<file path="src/rtl/load_align_unit.sv">
// Load alignment path: issues aligned memory beats, merges split accesses, extracts and extends the load lane.
// Optional macro MISALIGNED_LOAD_EN enables two-beat split accesses; without it split loads return rsp_fault.
module load_align_unit #(
    parameter int DATA_W = 32,
    parameter int ADDR_W = 32
) (
    input  logic              clk,
    input  logic              rst_n,
    input  logic              req_valid,
    output logic              req_ready,
    input  logic [ADDR_W-1:0] req_addr,
    input  logic [2:0]        req_func3,
    input  logic [4:0]        req_rd,
    output logic              mem_req_valid,
    input  logic              mem_req_ready,
    output logic [ADDR_W-1:0] mem_req_addr,
    input  logic              mem_rsp_valid,
    input  logic [DATA_W-1:0] mem_rsp_data,
    output logic              rsp_valid,
    input  logic              rsp_ready,
    output logic [DATA_W-1:0] rsp_data,
    output logic [4:0]        rsp_rd,
    output logic              rsp_fault
);

    localparam int BYTES = DATA_W / 8;
    localparam int OFF_W = $clog2(BYTES);

    typedef enum logic [2:0] {
        S_IDLE,
        S_REQ0,
        S_WAIT0,
`ifdef MISALIGNED_LOAD_EN
        S_REQ1,
        S_WAIT1,
`endif
        S_RESP
    } state_t;

    // funct3 codes with no matching access size fall back to a full-width raw load
    function automatic logic is_unsupported(input logic [2:0] f3);
        return (f3 == 3'd7) || ((DATA_W == 32) && ((f3 == 3'd3) || (f3 == 3'd6)));
    endfunction

    function automatic logic [3:0] size_of(input logic [2:0] f3);
        logic [3:0] sz;
        if (is_unsupported(f3)) begin
            sz = 4'(BYTES);
        end else begin
            case (f3[1:0])
                2'd0:    sz = 4'd1;
                2'd1:    sz = 4'd2;
                2'd2:    sz = 4'd4;
                default: sz = 4'd8;
            endcase
        end
        return sz;
    endfunction

    function automatic logic is_split(input logic [OFF_W-1:0] off, input logic [2:0] f3);
        return (5'(off) + 5'(size_of(f3))) > 5'(BYTES);
    endfunction

    function automatic logic [DATA_W-1:0] extract(input logic [2*DATA_W-1:0] pair,
                                                   input logic [OFF_W-1:0]   off,
                                                   input logic [2:0]         f3);
        logic [DATA_W-1:0] sh;
        logic [DATA_W-1:0] res;
        logic [3:0]        sz;
        logic              fill;
        sh = DATA_W'(pair >> {off, 3'b000});
        sz = size_of(f3);
        case (sz)
            4'd1:    fill = sh[7];
            4'd2:    fill = sh[15];
            4'd4:    fill = sh[31];
            default: fill = sh[DATA_W-1];
        endcase
        fill = fill & ~f3[2] & ~is_unsupported(f3);
        res  = '0;
        for (int unsigned i = 0; i < DATA_W; i++) begin
            res[i] = (i < (32'(sz) << 3)) ? sh[i] : fill;
        end
        return res;
    endfunction

    state_t             state_q, state_d;
    logic [ADDR_W-1:0]  addr_q, addr_d;
    logic [2:0]         func3_q, func3_d;
    logic [4:0]         rd_q, rd_d;
    logic [DATA_W-1:0]  data_q, data_d;
    logic               fault_q, fault_d;
`ifdef MISALIGNED_LOAD_EN
    logic [DATA_W-1:0]  beat0_q, beat0_d;
`endif

    logic [OFF_W-1:0]   off_q;
    logic [ADDR_W-1:0]  base_q;

    assign off_q  = addr_q[OFF_W-1:0];
    assign base_q = {addr_q[ADDR_W-1:OFF_W], {OFF_W{1'b0}}};

    assign rsp_data  = data_q;
    assign rsp_rd    = rd_q;
    assign rsp_fault = fault_q;

    always_comb begin
        state_d       = state_q;
        addr_d        = addr_q;
        func3_d       = func3_q;
        rd_d          = rd_q;
        data_d        = data_q;
        fault_d       = fault_q;
`ifdef MISALIGNED_LOAD_EN
        beat0_d       = beat0_q;
`endif
        req_ready     = 1'b0;
        mem_req_valid = 1'b0;
        mem_req_addr  = '0;
        rsp_valid     = 1'b0;

        case (state_q)
            S_IDLE: begin
                req_ready = 1'b1;
                if (req_valid) begin
                    addr_d  = req_addr;
                    func3_d = req_func3;
                    rd_d    = req_rd;
                    fault_d = 1'b0;
                    state_d = S_REQ0;
`ifndef MISALIGNED_LOAD_EN
                    if (is_split(req_addr[OFF_W-1:0], req_func3)) begin
                        fault_d = 1'b1;
                        data_d  = '0;
                        state_d = S_RESP;
                    end
`endif
                end
            end
            S_REQ0: begin
                mem_req_valid = 1'b1;
                mem_req_addr  = base_q;
                if (mem_req_ready) state_d = S_WAIT0;
            end
            S_WAIT0: begin
                if (mem_rsp_valid) begin
`ifdef MISALIGNED_LOAD_EN
                    if (is_split(off_q, func3_q)) begin
                        beat0_d = mem_rsp_data;
                        state_d = S_REQ1;
                    end else begin
                        data_d  = extract({{DATA_W{1'b0}}, mem_rsp_data}, off_q, func3_q);
                        state_d = S_RESP;
                    end
`else
                    data_d  = extract({{DATA_W{1'b0}}, mem_rsp_data}, off_q, func3_q);
                    state_d = S_RESP;
`endif
                end
            end
`ifdef MISALIGNED_LOAD_EN
            S_REQ1: begin
                mem_req_valid = 1'b1;
                mem_req_addr  = base_q + ADDR_W'(BYTES);
                if (mem_req_ready) state_d = S_WAIT1;
            end
            S_WAIT1: begin
                if (mem_rsp_valid) begin
                    data_d  = extract({mem_rsp_data, beat0_q}, off_q, func3_q);
                    state_d = S_RESP;
                end
            end
`endif
            S_RESP: begin
                rsp_valid = 1'b1;
                if (rsp_ready) state_d = S_IDLE;
            end
            default: state_d = S_IDLE;
        endcase
    end

    always_ff @(posedge clk) begin
        if (!rst_n) begin
            state_q <= S_IDLE;
            addr_q  <= '0;
            func3_q <= '0;
            rd_q    <= '0;
            data_q  <= '0;
            fault_q <= 1'b0;
`ifdef MISALIGNED_LOAD_EN
            beat0_q <= '0;
`endif
        end else begin
            state_q <= state_d;
            addr_q  <= addr_d;
            func3_q <= func3_d;
            rd_q    <= rd_d;
            data_q  <= data_d;
            fault_q <= fault_d;
`ifdef MISALIGNED_LOAD_EN
            beat0_q <= beat0_d;
`endif
        end
    end

endmodule

</file>
<file path="config.mk">
export PLATFORM = sky130hd
export DESIGN_NAME = load_align_unit
export DESIGN_NICKNAME = d
export VERILOG_FILES = /design/src/rtl/load_align_unit.sv
export SDC_FILE = /design/constraint.sdc
export NUM_CORES = 1
export LEC_CHECK = 0
export CAP_MARGIN = 20
export CELL_PAD_IN_SITES_DETAIL_PLACEMENT = 0
export CELL_PAD_IN_SITES_GLOBAL_PLACEMENT = 1
export CORE_ASPECT_RATIO = 0.75
export CORE_MARGIN = 5
export CORE_UTILIZATION = 33
export CTS_CLUSTER_SIZE = 24
export DETAILED_ROUTE_END_ITERATION = 7
export PLACE_DENSITY_LB_ADDON = 0.08
export SLEW_MARGIN = 20
export SYNTH_ARGS = -nofsm -noshare
export SYNTH_HDL_FRONTEND = slang
export SYNTH_SLANG_ARGS = --single-unit
</file>
<file path="constraint.sdc">
create_clock -name clk -period 4.79 [get_ports clk]
set_clock_uncertainty 0.05 [all_clocks]
set_input_delay 1.1975 -clock clk [delete_from_list [all_inputs] [get_ports clk]]
set_output_delay 1.1975 -clock clk [all_outputs]
set_load 0.02 [all_outputs]
</file>
==> out/metrics.yaml, run 1 <==
outcome: "complete, no violations"
grt_max_degree: 36
multiInputGateArea_um2: 1950
overflow: 0
track_usage: 0.165
clk_pin_slew_ns: 0.05
route.antenna.remaining_nets: 0
timing.slew.headroom: 0.387
finalSetupViolCount: 0
design.die.area_um2: 13400
detailroute.via_count: 3414
placement.io_buffers: 148
cp.required_ns: 3.54
chipWidth_um: 132
synth.ff_latch_count: 75
distinct_cells_synth: 42
grt_pass1_wl_mm: 17.7
floorplan.core_area_um2: 10900
path_cells: "inv_1 -> ha_1 -> and2_1 -> clkdlybuf4s50_1"
critical_path_peak_fanout: 32
cts_post_setup_buffers_inserted: 0
routedWlPerCell_um: 15.7
max_clock_freq_ghz: 0.276
final_layout_size_suffix_gt1_frac: 0.0554
cts_tree: "yes"
cts_htree_levels: 3
syn_to_final_growth_pct: 50.7
leakagePower_nw: 2.05
fp.dieH_um: 101
finalWorstPathRequiredPeriod_ns: 3.63
synthesis.area_per_instance_um2: 8.59
worst_hold_slack_ns: 0.398
leading_cell_type_in_the_layout_fill_and_taps_excluded: "sky130_fd_sc_hd__clkdlybuf4s50_1"
drc: 0
worst_vdd_drop_v: 0.000192
initial_utilization: 0.337
cp-start-kind: "flop"
synth_largest_type_area_fraction: 0.409
cts_num_sinks: 75
asyncSetResetFlopFracSynth: 0
synth-edff-count: 0
slowest_stage_delay_on_critical_path_ns: 0.76
detailedRoute.firstIterationViolations: 135
setup_total_negative_slack_ns: 0
tritoncts.num_buffers: 9
number_of_antenna_diodes: 0
worstSkewPairLatency_ns: 0.33
number_of_antenna_violations_at_the_first_check_in_global_routing: 0
critical_path_class: "reg -> out"
cts_max_path_buffers: 2
synth_seq_area_share: 0.409
hpwlAfterDp_mm: 8.15
post_synth_main_area_contributors: "sky130_fd_sc_hd__dfxtp_1 (41%), sky130_fd_sc_hd__nand2_1 (11%), sky130_fd_sc_hd__a32o_1 (6.5%), sky130_fd_sc_hd__a21oi_1 (5.5%), sky130_fd_sc_hd__and2_1 (5.1%)"
tightestPinTransition_ns: 0.919
finalMaxSlewViolations: 0
cp.arrival_ns: 2.38
yosys_warnings: 0
num-fill-cells: 1059
gp_congestion: 0.794
crit_path_top_delay_cell: "sky130_fd_sc_hd__ha_1"
layout.cells.most_common_list: "sky130_fd_sc_hd__clkdlybuf4s50_1 (148), sky130_fd_sc_hd__nand2_1 (105), sky130_fd_sc_hd__dfxtp_1 (75), sky130_fd_sc_hd__a21oi_1 (40), sky130_fd_sc_hd__and2_1 (31)"
synthCells: 427
drt-vias-per-instance: 4.88
cts_root_buf: "sky130_fd_sc_hd__clkbuf_16"
routed_wl_mm: 11.0
detail_route.first_pass.iterations: 4
first_global_vias: 3381
postCtsHoldBufs: 0
netlist.top_cell.by_area: "sky130_fd_sc_hd__dfxtp_1"
synth_top_flop_cell: "sky130_fd_sc_hd__dfxtp_1"
rsz0062_at_grt: "no"
hold_viol: 0
placementRows: 33
netlist_area_um2: 3670
ios: 151
holdCritPathClass: "reg -> reg"
power_density_over_the_cells_nw_per_um2: 430
max_cap_viol_count: 0
final_nets: 641
seqCellArea_um2: 1500
postCtsResizedCells: 0
endpoint_kind: "primary output"
min_period_over_period: 0.758
## sequential cells by signal, summed over array words and instances, names as in the netlist
name	flops
rsp_data	32
rsp_fault	1
func3_q	3
addr_q	32
rsp_rd	5
state_q	2
## layer usage
layer | vias to the layer above | global-route usage | share of wire
li1 | 1734 | - | -
met1 | 1569 | 0.227 | 0.48
met2 | 100 | 0.240 | 0.42
met3 | 11 | 0.0655 | 0.085
met4 | 0 | 0.0474 | 0.011
met5 | - | 0 | 0
## where the power goes
part           internal (mW)  leakage [nW]  total, mW  switching, mW
clock                  0.534         0.168      0.790          0.255
combinational          0.351          1.27      0.820          0.469
sequential             0.708         0.611      0.770         0.0623
total                   1.59          2.05       2.38          0.787
## cells in the mapped netlist, types with 2 or more instances
cell type,count
sky130_fd_sc_hd__a211o_1,7
sky130_fd_sc_hd__a21oi_1,40
sky130_fd_sc_hd__a221oi_2,2
sky130_fd_sc_hd__a22o_1,9
sky130_fd_sc_hd__a2bb2oi_1,8
sky130_fd_sc_hd__a32o_1,24
sky130_fd_sc_hd__and2_1,30
sky130_fd_sc_hd__buf_2,10
sky130_fd_sc_hd__buf_4,4
sky130_fd_sc_hd__buf_6,4
sky130_fd_sc_hd__clkbuf_1,19
sky130_fd_sc_hd__dfxtp_1,75
sky130_fd_sc_hd__ha_1,6
sky130_fd_sc_hd__inv_1,7
sky130_fd_sc_hd__mux2i_1,16
sky130_fd_sc_hd__nand2_1,105
sky130_fd_sc_hd__nand2b_1,5
sky130_fd_sc_hd__nand3_1,3
sky130_fd_sc_hd__nor2_1,8
sky130_fd_sc_hd__nor2b_1,9
sky130_fd_sc_hd__o21ai_0,15
## final timing paths
kind	to	slack, ns	startpoint	cells past startpoint
max reg2reg	rsp_data[13]$_SDFFE_PN0P_	2.43	addr_q[0]$_SDFFE_PN0P_	5
max	mem_req_addr[27]	1.16	state_q[1]$_SDFFE_PN0P_	4
min	addr_q[7]$_SDFFE_PN0P_	0.40	addr_q[7]$_SDFFE_PN0P_	2
min reg2reg	addr_q[7]$_SDFFE_PN0P_	0.40	addr_q[7]$_SDFFE_PN0P_	2
## per-stage QoR
stage	power (mW)	instance area, um2	std cells	setup slack, ns	util
after global placement	1.61	5180	685	0.981	0.475
after detailed placement	1.61	5180	685	0.900	0.475
after CTS	2.42	5530	700	1.11	0.507
after floorplan	1.33	3670	428	1.67	-
final	2.38	5530	700	1.16	0.507
after global routing	2.53	5530	700	0.966	0.507
## cell families (layout without fill, tap and decap cells)
kind of cell | after synthesis | count (layout) | share of synthesized area
AO/OA/AOI/OAI | 116 | 116 | 0.236
XOR/XNOR | 1 | 1 | 0.00750
adder cells (fa/ha/maj) | 7 | 7 | 0.0259
buffers and inverters | 45 | 177 | 0.0617
flip-flops | 75 | 75 | 0.409
multiplexers | 18 | 18 | 0.0559
other | 1 | 2 | 0.00102
AND/OR/NAND/NOR | 164 | 164 | 0.203
## critical path, delay by kind of cell (launching register included)
kind                       cells  cell delay, ns
DFF                            1            0.33
buffers and inverters          2            0.74
adders and majority gates      1            0.76
and+or+nand+nor                1            0.22
## cell type report
| cell class | count | area share |
|---|---|---|
| clock buffers | 11 | 0.0457 |
| clock inverters | 4 | 0.0177 |
| inverters | 8 | 0.00543 |
| multi-input cells | 308 | 0.352 |
| flip-flops and latches | 75 | 0.272 |
| well taps | 140 | 0.0317 |
| repair buffers | 154 | 0.276 |
(Power assumes the default switching activity.)
==> inputs of run 2 (changes only) <==
Settings changed: CORE_UTILIZATION 33 to 28.
Clock period 4.79 ns to 3.05 ns, I/O delays scaled along.
==> run 2 against run 1 <==
- worst hold slack about the same
- total power increased by 50%
- core utilization decreased by 7.3 points
- cell area increased by 1.6%
- via count increased by 2.0%
- worst setup slack got worse by 0.94 ns
- critical path type is now in -> reg
==> out/metrics.yaml, run 2 (same netlist as run 1, synthesis figures left out) <==
drt-vias-per-instance: 4.72  # -3.3%
final_layout_size_suffix_gt1_frac: 0.0670  # +0.0117
routedWlPerCell_um: 15.6  # -0.69%
overflow: 0  # unchanged
endpoint_kind: "flop"
finalMaxSlewViolations: 0  # unchanged
rsz0062_at_grt: "no"
syn_to_final_growth_pct: 53.1
power_density_over_the_cells_nw_per_um2: 634  # +47%
min_delay_startpoint: "addr_q[17]$_SDFFE_PN0P_"
cp.required_ns: 3.27  # -0.27 ns
cp.arrival_ns: 3.05  # +0.67 ns
design_area_um2: 5620  # +1.6%
setup.worst_path.start: "req_func3[1]"
max_cap_viol_count: 0  # unchanged
critical_path_peak_fanout: 32  # unchanged
cts_num_sinks: 75  # unchanged
route.antenna.remaining_nets: 0  # unchanged
leakagePower_nw: 2.08  # +1.4%
detailroute.via_count: 3481  # +2.0%
cts_post_setup_buffers_inserted: 0  # unchanged
worst_setup_path_endpoint: "rsp_data[6]$_SDFFE_PN0P_"
path_cells: "clkdlybuf4s50_1 -> nor2_1 -> ha_1 -> inv_1 -> fa_1 -> xnor2_4 -> buf_4 -> nand3_1 -> a31oi_2 -> buf_12 -> a32o_1"
num-fill-cells: 1273  # +20%
chipWidth_um: 142  # +7.9%
track_usage: 0.148  # -0.0168
cp-start-kind: "input pin"
leading_cell_type_in_the_layout_fill_and_taps_excluded: "sky130_fd_sc_hd__clkdlybuf4s50_1"
tightestPinTransition_ns: 0.638  # -0.281 ns
tritoncts.num_buffers: 9  # unchanged
outcome: "complete, no violations"
design.die.area_um2: 15500  # +16%
max_clock_freq_ghz: 0.354
timing.reg2reg.worst_path_depth: 7  # +2
number_of_antenna_violations_at_the_first_check_in_global_routing: 0  # unchanged
cts_htree_levels: 3  # unchanged
fp.dieH_um: 109  # +7.7%
grt_pass1_wl_mm: 18.2  # +2.9%
grt_max_degree: 36  # unchanged
placementRows: 36  # +9.1%
crit_path_top_delay_cell: "sky130_fd_sc_hd__fa_1"
timing.slew.headroom: 0.574  # +0.187
layout.cells.most_common_list: "sky130_fd_sc_hd__clkdlybuf4s50_1 (148), sky130_fd_sc_hd__nand2_1 (105), sky130_fd_sc_hd__dfxtp_1 (75), sky130_fd_sc_hd__a21oi_1 (40), sky130_fd_sc_hd__and2_1 (31)"
initial_utilization: 0.284  # -0.0528
detail_route.first_pass.iterations: 4  # unchanged
detailedRoute.firstIterationViolations: 159  # +18%
hold_viol: 0  # unchanged
postCtsHoldBufs: 0  # unchanged
slowest_stage_delay_on_critical_path_ns: 0.45  # -0.31 ns
gp_congestion: 0.780  # -1.7%
holdCritPathClass: "reg -> reg"
postCtsResizedCells: 0  # unchanged
routed_wl_mm: 11.5  # +4.7%
pre_cts_slack_ns: -0.112  # -1.01 ns
worstSkewPairLatency_ns: 0.33  # about the same
cts_root_buf: "sky130_fd_sc_hd__clkbuf_16"
cp_top_family: "buffers and inverters"
total_power_mw: 3.56  # +50%
finalWorstPathRequiredPeriod_ns: 2.83
cts_max_path_buffers: 2  # unchanged
utilization: 0.434  # -0.0728
reg2reg_slack_ns: 1.14  # -1.29 ns
critical_path_class: "in -> reg"
timing.critical_path.buf_inv: 4  # +2
ios: 151  # unchanged
clk_pin_slew_ns: 0.05  # about the same
floorplan.core_area_um2: 12900  # +19%
placement.io_buffers: 148  # unchanged
number_of_antenna_diodes: 0  # unchanged
timing.rr.end: "rsp_data[12]$_SDFFE_PN0P_"
crit_cells: 11  # +7
min_period_over_period: 0.926
worst_vdd_drop_v: 0.000230  # +19%
cts_tree: "yes"
drc: 0  # unchanged
detailed_place.area_um2: 5360  # +3.5%
final_worst_setup_slack_ns: 0.224  # -0.937 ns
final_nets: 650  # +1.4%
hpwlAfterDp_mm: 8.49  # +4.1%
finalSetupViolCount: 0  # unchanged
rr_startpoint: "state_q[0]$_SDFFE_PN0P_"
first_global_vias: 3506  # +3.7%
==> run 2: cell count changes in the layout (fill, tap and decap cells not counted) <==
cell,delta
sky130_fd_sc_hd__clkinv_2,+2
sky130_fd_sc_hd__buf_4,+3
sky130_fd_sc_hd__clkbuf_8,-1
sky130_fd_sc_hd__buf_12,+6
sky130_fd_sc_hd__bufinv_16,-3
==> run 2: cell type report <==
cell class                      count  area (um2)  area share
Sequential cell                    75        1500       0.267
Multi-Input combinational cell    308        1950       0.346
Clock buffer                       10         239      0.0425
Inverter                            8        30.0     0.00535
Clock inverter                      3        17.5     0.00312
Tap cell                          171         214      0.0381
Timing Repair Buffer              163        1670       0.297
==> run 2: worst min-delay path by stage <==
stage | end | cells past startpoint
floorplan | addr_q[10]$_SDFFE_PN0P_ | 2
global placement | addr_q[6]$_SDFFE_PN0P_ | 2
detailed placement | addr_q[9]$_SDFFE_PN0P_ | 2
CTS | addr_q[9]$_SDFFE_PN0P_ | 2
global route | addr_q[22]$_SDFFE_PN0P_ | 2
finish | addr_q[17]$_SDFFE_PN0P_ | 2
==> run 2: power breakdown <==
part / total, mW / internal (mW) / switching [mW]
registers: 1.19 / 1.11 / 0.0773
clock network: 0.943 / 0.556 / 0.387
logic: 1.43 / 0.630 / 0.798
==> run 2: worst register-to-register path, stage by stage (launching register included) <==
cell                       delay (ns)
sky130_fd_sc_hd__dfxtp_1         0.38
sky130_fd_sc_hd__inv_1           0.08
sky130_fd_sc_hd__ha_1            0.30
sky130_fd_sc_hd__nand2b_1        0.16
sky130_fd_sc_hd__nand2_1         0.09
sky130_fd_sc_hd__o31a_4          0.37
sky130_fd_sc_hd__buf_12          0.15
sky130_fd_sc_hd__a22o_1          0.23
==> run 2: routing by layer <==
layer | routed length [um] | up-vias | GRT usage
li1 | - | 1746 | -
met1 | 5600 | 1627 | 0.210
met2 | 4890 | 101 | 0.212
met3 | 972 | 7 | 0.0552
met4 | 85 | 0 | 0.0356
met5 | 0 | - | 0
==> run 2: through the flow <==
step | TNS, ns | hold slack, ns | std cells
5_1_grt | 0 | 0.418 | 738
6_report | 0 | 0.398 | 738
4_1_cts | 0 | 0.401 | 738
3_3_place_gp | -2.59 | 0.386 | 725
3_5_place_dp | -3.01 | 0.392 | 725
2_1_floorplan | 0 | 0.382 | 428
